$ cat src/rtl/baudot_frame_rx_pkg.sv
// baudot_frame_rx_pkg: shared frame geometry and receiver state encoding.
package baudot_frame_rx_pkg;
  localparam int DATA_BITS = 5;
  localparam logic [2:0] TRAILER = 3'b010;
  localparam int TRAIL_LEN = 3;
  typedef enum logic [1:0] {ST_IDLE, ST_DATA, ST_TRAIL, ST_STOP} state_t;
endpackage

$ cat src/rtl/baudot_rx_shreg.sv
// baudot_rx_shreg: payload shift register; shifts in at the MSB so the first bit lands in bit 0.
module baudot_rx_shreg #(
  parameter int WIDTH = 5
) (
  input  logic             i_clk,
  input  logic             i_rst_n,
  input  logic             i_load,
  input  logic [WIDTH-1:0] i_d,
  input  logic             i_shift,
  input  logic             i_bit,
  output logic [WIDTH-1:0] o_q
);
  logic [WIDTH-1:0] r_q;
  always_ff @(posedge i_clk or negedge i_rst_n)
    if (!i_rst_n) r_q <= '0;
    else if (i_load) r_q <= i_d;
    else if (i_shift) r_q <= {i_bit, r_q[WIDTH-1:1]};
  assign o_q = r_q;
endmodule

$ cat src/rtl/baudot_frame_rx.sv
// baudot_frame_rx: fixed-length serial frame receiver (start, payload, trailer, stop).
module baudot_frame_rx #(
  parameter int         DATA_BITS = baudot_frame_rx_pkg::DATA_BITS,
  parameter logic [2:0] TRAILER   = baudot_frame_rx_pkg::TRAILER
) (
  input  logic [7:0] io_in,
  output logic [7:0] io_out
);
  import baudot_frame_rx_pkg::*;
  logic w_clk, w_rst_n, w_ser, w_en, w_unused;
  logic w_load, w_shift, w_last_data, w_last_trail;
  logic [1:0] w_tidx;
  logic [DATA_BITS-1:0] w_payload;
  logic [4:0] w_pay5;
  state_t r_state;
  logic r_rx_q, r_err, r_valid, r_ferr;
  logic [2:0] r_cnt;
  logic [4:0] r_data;
  assign w_clk    = io_in[0];
  assign w_rst_n  = io_in[1];
  assign w_ser    = io_in[2];
  assign w_en     = io_in[3];
  assign w_unused = &{1'b0, io_in[7:4]};
  assign w_load       = w_en && r_state == ST_IDLE && !r_rx_q;
  assign w_shift      = w_en && r_state == ST_DATA;
  assign w_last_data  = r_cnt == 3'(DATA_BITS - 1);
  assign w_last_trail = r_cnt == 3'(TRAIL_LEN - 1);
  // TRAILER is written first-bit-first, so the first trailer bit is its MSB
  assign w_tidx = 2'(TRAIL_LEN - 1) - r_cnt[1:0];
  assign w_pay5 = 5'(w_payload);
  baudot_rx_shreg #(.WIDTH(DATA_BITS)) u_shreg (
    .i_clk   (w_clk),
    .i_rst_n (w_rst_n),
    .i_load  (w_load),
    .i_d     ({DATA_BITS{1'b0}}),
    .i_shift (w_shift),
    .i_bit   (r_rx_q),
    .o_q     (w_payload)
  );
  always_ff @(posedge w_clk or negedge w_rst_n)
    if (!w_rst_n) begin
      r_state <= ST_IDLE;
      r_rx_q  <= 1'b1;
      r_cnt   <= '0;
      r_err   <= 1'b0;
      r_data  <= '0;
      r_valid <= 1'b0;
      r_ferr  <= 1'b0;
    end else begin
      r_rx_q  <= w_ser;
      r_valid <= 1'b0;
      if (!w_en) begin
        r_state <= ST_IDLE;
        r_cnt   <= '0;
      end else case (r_state)
        ST_IDLE: if (!r_rx_q) begin
          r_state <= ST_DATA;
          r_cnt   <= '0;
          r_err   <= 1'b0;
        end
        ST_DATA: begin
          r_state <= w_last_data ? ST_TRAIL : ST_DATA;
          r_cnt   <= w_last_data ? 3'd0 : r_cnt + 3'd1;
        end
        ST_TRAIL: begin
          if (r_rx_q != TRAILER[w_tidx]) r_err <= 1'b1;
          r_state <= w_last_trail ? ST_STOP : ST_TRAIL;
          r_cnt   <= w_last_trail ? 3'd0 : r_cnt + 3'd1;
        end
        ST_STOP: begin
          r_state <= ST_IDLE;
          if (r_rx_q && !r_err) begin
            r_data  <= w_pay5;
            r_valid <= 1'b1;
            r_ferr  <= 1'b0;
          end else r_ferr <= 1'b1;
        end
        default: r_state <= ST_IDLE;
      endcase
    end
  assign io_out = {r_state != ST_IDLE, r_ferr, r_valid, r_data};
endmodule

$ cat config.mk
export PLATFORM = sky130hd
export DESIGN_NAME = baudot_frame_rx
export DESIGN_NICKNAME = d
export VERILOG_FILES = /design/src/rtl/baudot_frame_rx_pkg.sv /design/src/rtl/baudot_rx_shreg.sv /design/src/rtl/baudot_frame_rx.sv
export SDC_FILE = /design/constraint.sdc
export NUM_CORES = 1
export LEC_CHECK = 0
export CAP_MARGIN = 10
export CELL_PAD_IN_SITES_DETAIL_PLACEMENT = 0
export CELL_PAD_IN_SITES_GLOBAL_PLACEMENT = 1
export CORE_MARGIN = 2
export CORE_UTILIZATION = 45
export CTS_BUF_LIST = sky130_fd_sc_hd__clkbuf_8
export CTS_CLUSTER_SIZE = 20
export DETAILED_ROUTE_END_ITERATION = 8
export HOLD_SLACK_MARGIN = 0.03
export PLACE_DENSITY_LB_ADDON = 0.1
export RECOVER_POWER = 50
export REMOVE_ABC_BUFFERS = 1
export SYNTH_ARGS = -nofsm -noshare
export SYNTH_HDL_FRONTEND = slang
export SYNTH_SLANG_ARGS = --single-unit
export TNS_END_PERCENT = 100
$ cat constraint.sdc
create_clock -name io_in -period 2.9 [get_ports io_in]
set_input_delay 0.435 -clock io_in [delete_from_list [all_inputs] [get_ports io_in]]
set_output_delay 0.435 -clock io_in [all_outputs]
set_load 0.03 [all_outputs]
==> run metrics, run 1 <==
outcome=finished with violations; failing checks=DRC, hold timing; Port Buffers=8; initial antenna violation count=0; Fin Setup TNS=0 ps; Crit Path Max Fanout=6; drt wl/cell=16.20 um; DRC marker count from the first detailed-route iteration=60; post-layout min period=2240 ps; drt pass-1 iters=9; clock transition at the registers of the reported paths=approximately 70 ps; Max Freq=approximately 0.45 GHz; crit path from=r_state[0]; Final Max Tran Viols=0; ys async rst share=between 90% and 100%; area share of the largest cell type after synthesis=between 40 and 50%; Finish-stage setup viols=0; post-CTS resize count=0; Yosys warnings=0; number of distinct library cells after synthesis=27; via count=948; Synth top cells by count=dfrtp_1, nand2_1, ha_1; sequential cell area fraction in the yosys report=around half; Remaining Overflow, GRT=0; RSZ-0062 raised after global routing=no; reported max-cap violation count=0; largest net degree at the start of global routing=12; worst min-delay path class=clock port to flop; worst-margin pin slew=600.2 ps; crit path DAT=roughly 1800 ps; Placed Area=between 1000 and 1500 sq um; initial core utilization=48.56%; GPL Wtd Cong=0.7505; leading area contributor after synthesis=dfrtp_1; Antenna diodes=0; Crit Reg-Reg Endpoint=r_cnt[2]; FF-to-FF path depth=8; most used cell, CP=inv_1; Leak Pwr=0.7822 nW; Critical R2R Launch=r_state[1]; Main synth FF type=dfrtp_1; fin util=approximately 77%; post-route ant nets=0; Clk Latency, worst-skew pair=260 ps; Die H=50.48 um; CP max-delay cell=clkdlybuf4s50_1; Rel. slew slack=between 50% and 60%; first-pass GRT wire length=just under 5000 um; Post-synth EDFFs=0; slowest stage delay, CP=~670 ps; synthesized area per cell=10.02 sq um; Filler cells=approximately 130; final hold violation count=19; Critical Path End Type=output port; DRC viols=1; flop and latch count out of synthesis=19; Setup Fix Bufs, Post-CTS=0; post-route cell area=1533 sq um; Worst Path Required=2470 ps; crit path kind=flop to output port; die area=2548 sq um; Synth area leaders=dfrtp_1, ha_1, nand2_1; final WL=2818 um; Post-Syn Instances=between 90 and 100; Reg2Reg Setup Slack=1010 ps; Cell Chain, Critical Path=inv_1, ha_1, inv_1, clkdlybuf4s50_1; IO Count=16; die width=a little over 50 um; period utilization=between 70% and 80%; # hold bufs at CTS=0; Max IR drop VDD=around 0.86 mV; Clock Skew=3.943 ps; row count=16; Critical Path Start Type=flop; Nets=roughly 160; HPWL Detailed=1191 um; sequential cell area=between 400 and 500 sq um; Multi-input gate area=between 400 and 500 sq um; CP endpoint=io_out[7]; Tot GR Track Use=between 30% and 40%; CTS tree=yes; ratio of cells with drive above 1 in the final layout=around a quarter; hold slack=-232.3 ps; floorplan core area=2002 sq um; Mapped Area=972.2 sq um; pwr dens=roughly 1400 nW/um^2; number of global-route vias before repair=1,407; Area Overhead vs Synth=57.66%; vias per cell=roughly 5.4
cells by family after synthesis:
logic type | count (synthesis) | share of synthesized area, %
fa+ha+maj | 9 | 11.58
buf+inv | 10 | 5.020
mux | 1 | 1.158
flops | 19 | 49.04
compound gates | 20 | 15.06
simple gates | 37 | 17.25
xor+xnor | 1 | 0.9011
where the power goes:
group	switching, mW	internal (mW)	leakage (nW)
registers	0	0.296	0.268
logic	0	0	0.174
clock network	0.795	0.996	0.340
total	0.795	1.29	0.782
per-layer routing:
metal  track usage [%]  share of wire, %  wire length, um
met5             4.762                 0                0
met4             62.16               5.2              146
met3             40.48                11              308
met2             26.97                46             1300
met1             18.69                38             1062
worst max-delay path, delay by kind of cell (launching register included):
family / cells / cell delay, ps
flops: 1 / 410
fa+ha+maj: 1 / 270
buf+inv: 3 / 870
stage by stage:
stage               instances  power (mW)  setup WS [ps]  hold slack, ps
floorplan                  94      0.5600          968.9          -295.6
global placement          129      0.5600          968.9          -295.6
detailed placement        129      0.5600          929.0          -295.6
CTS                       174       2.239          651.9          -318.1
global route              174       2.279          549.5          -242.3
finish                    174       2.087          659.9          -232.3
worst min-delay path by stage:
stage / start / slack, ps / depth (start not counted) / to
after floorplan: io_in[1] / -300 / 0 / r_cnt[0]
after global placement: io_in[1] / -300 / 0 / r_cnt[0]
after detailed placement: io_in[1] / -300 / 0 / r_cnt[0]
after CTS: io_in[1] / -320 / 2 / r_data[0]
after global routing: io_in[2] / -240 / 0 / r_rx_q
final: io_in[2] / -230 / 0 / r_rx_q
registers in the layout, indices dropped and copies added, names as in the netlist:
signal / count
r_cnt: 3
r_data: 5
r_err: 1
r_ferr: 1
r_rx_q: 1
r_state: 2
r_valid: 1
u_shreg.o_q: 5
layout make-up:
type / instances / area share, %
sequential: 19 / 31.10
multi-input combinational: 68 / 29.14
clock buffer: 31 / 25.88
timing repair buffer: 8 / 5.224
clock inverter: 15 / 4.980
tap: 27 / 2.204
inverter: 6 / 1.469
layout by cell type, fill, tap and decap left out:
cell type,instances
clkbuf_8,28
nand2_1,18
dfrtp_1,18
inv_1,17
ha_1,9
nor2_1,8
clkdlybuf4s50_1,8
nand3_1,4
o21ai_0,4
a22o_1,4
a21oi_1,4
clkbuf_1,3
a31oi_1,2
and2b_1,1
mux2_2,1
nor2b_1,1
nand2b_1,1
o21bai_1,1
xor2_1,1
and2_2,1
o21ai_4,1
a21boi_0,1
or3b_1,1
o2111a_2,1
nand4_1,1
nand3b_1,1
o211ai_1,1
a21o_1,1
clkinv_2,1
clkinv_4,1
clkinv_1,1
bufinv_8,1
dfstp_2,1
Power figures use the tool's default switching activity.
==> run 2: changes to the inputs <==
CORE_UTILIZATION = 42   (was 45)
clock period = 2.2 ns   (was 2.9 ns; I/O delays follow)
==> run metrics, run 2 (synthesized netlist as in run 1, its figures left out) <==
Critical Path End Type=flop; initial core utilization=44.37% (-4.2 points); RSZ-0062 raised after global routing=no; post-route ant nets=0 (unchanged); Rel. slew slack=54.60% (-5.4 points); highest routed layer=met4; metal2 WL=1177 um (-9.5%); Layout Cells excl Fill=175 (+0.57%); CP top delay family=simple AND/OR/NAND/NOR gates; Worst Path Buf+Inv=3 (unchanged); commonest cells after routing, fill and taps aside=clkbuf_8, inv_1, nand2_1, dfrtp_1, ha_1; worst-margin pin slew=681.0 ps (+80.71 ps); worst min-delay path class=clock port to flop; Tot GR Track Use=28.89% (-2.6 points); Clk Latency, worst-skew pair=260 ps (about the same); initial antenna violation count=0 (unchanged); sequential power share=14.2% (about the same); Max IR drop VDD=1.105 mV (+28%); hold slack=-238.5 ps (-6.192 ps); IO Count=16 (unchanged); Max Freq=around 0.5 GHz; Port Buffers=8 (unchanged); CTS tree=yes; sequential cell area=476.7 sq um (unchanged); Worst Path Required=2340 ps (-130 ps); Multi-input gate area=446.7 sq um (unchanged); DRC marker count from the first detailed-route iteration=49 (-18%); floorplan core area=2191 sq um (+9.4%); outcome=finished with violations; Cell Chain, Critical Path=inv_1, ha_1, or3b_1, o2111a_2, clkbuf_8, clkbuf_8, nand4_1, o211ai_1; reported max-cap violation count=0 (unchanged); die area=2715 sq um (+6.6%); vias per cell=5.326 (-2.2%); failing checks=hold timing; cell internal pwr=1.712 mW (+32%); HPWL Detailed=1191 um (about the same); commonest non-fill, non-tap cell in the layout=clkbuf_8; NetSw=1.036 mW (+30%); Post-Route M1 WL=995 um (-6.3%); GPL Wtd Cong=0.7381 (-1.7%); Crit Path Max Fanout=8 (+2); Die H=52.11 um (+3.2%); Final Max Tran Viols=0 (unchanged); Leak Pwr=0.8067 nW (+3.1%); drt pass-1 iters=7 (-2); ratio of cells with drive above 1 in the final layout=24.49% (unchanged); switch share=37.69% (-0.40 points); Placed Area=1065 sq um (+0.12%); first-pass GRT wire length=4554 um (-6.5%); Remaining Overflow, GRT=0 (unchanged); row count=17 (+1); die width=52.11 um (+3.2%); most used cell, CP=clkbuf_8; Comb power frac=0% (unchanged); Post-Place Cells=130 (+0.78%); final WL=2649 um (-6.0%); drt wl/cell=15.14 um (-6.5%); clock transition at the registers of the reported paths=70 ps (about the same); Filler cells=144 (+7.5%); DRC viols=0 (-1); largest net degree at the start of global routing=13 (+1); Fin Setup TNS=0 ps (unchanged); post-layout min period=~1900 ps; post-route cell area=1539 sq um (+0.41%); Finish-stage setup viols=0 (unchanged); period utilization=88.58%; crit path DAT=2090 ps (+280 ps); Area Overhead vs Synth=58.30%; pwr dens=1785 nW/um^2 (+31%); number of global-route vias before repair=1,349 (-4.1%); clock power share=85.8% (about the same); slowest stage delay, CP=400 ps (-270 ps); Pwr Total=2.748 mW (+32%); Critical Path Start Type=flop; Clock Skew=5.273 ps (+1.331 ps); met3 wire len=339 um (+10%); Antenna diodes=0 (unchanged); final hold violation count=19 (unchanged); CP max-delay cell=dfrtp_1; crit path kind=flop to flop; # hold bufs at CTS=0 (unchanged); via count=932 (-1.7%); Nets=158 (unchanged)
-- run 2: layout make-up --
| cell class | count | share of cell area (%) |
|---|---|---|
| Clock buffer | 31 | 25.77 |
| Sequential cell | 19 | 30.98 |
| Timing Repair Buffer | 8 | 5.366 |
| Inverter | 6 | 1.463 |
| Tap cell | 28 | 2.276 |
| Multi-Input combinational cell | 68 | 29.02 |
| Clock inverter | 15 | 5.122 |
-- run 2: worst paths after layout --
kind	startpoint	end	slack [ps]	depth (start not counted)
setup / recovery	r_state[1]	r_cnt[2]	250	8
hold / removal	io_in[2]	r_rx_q	-240	0
setup reg to reg	r_state[1]	r_cnt[2]	250	8
hold reg to reg	r_data[2]	r_data[2]	470	2
max in group asynchronous	io_in[1]	r_data[3]	1900	2
min in group asynchronous	io_in[1]	r_cnt[2]	-150	2
-- run 2: power groups by stage --
stage | clock [mW] | sequential, mW | combinational [mW]
2_1_floorplan | 0.337 | 0.402 | 0.000000147
3_3_place_gp | 0.337 | 0.402 | 0.000000174
3_5_place_dp | 0.337 | 0.402 | 0.000000174
4_1_cts | 2.56 | 0.390 | 0.000000174
5_1_grt | 2.61 | 0.390 | 0.000000193
6_report | 2.36 | 0.390 | 0.000000193
-- run 2: metal layers --
layer / up-vias / track usage, %
li1: 416 / -
met2: 70 / 24.68
met1: 427 / 15.23
met4: 0 / 57.89
met5: - / 4.762
met3: 19 / 39.94
-- run 2: repair_timing --
action | CTS | global route
buffers inserted | 0 | 0
gates resized for setup | 0 | 1
setup endpoints to repair | 0 | 1
-- run 2: stage by stage --
stage / util, % / setup WS [ps] / hold WS [ps]
final: 70.25 / 251.3 / -238.5
after global routing: 70.25 / 189.0 / -246.2
after global placement: 48.60 / 369.5 / -295.6
after CTS: 71.50 / 1.330 / -321.6
after floorplan: - / 618.9 / -295.6
after detailed placement: 48.60 / 350.9 / -295.6
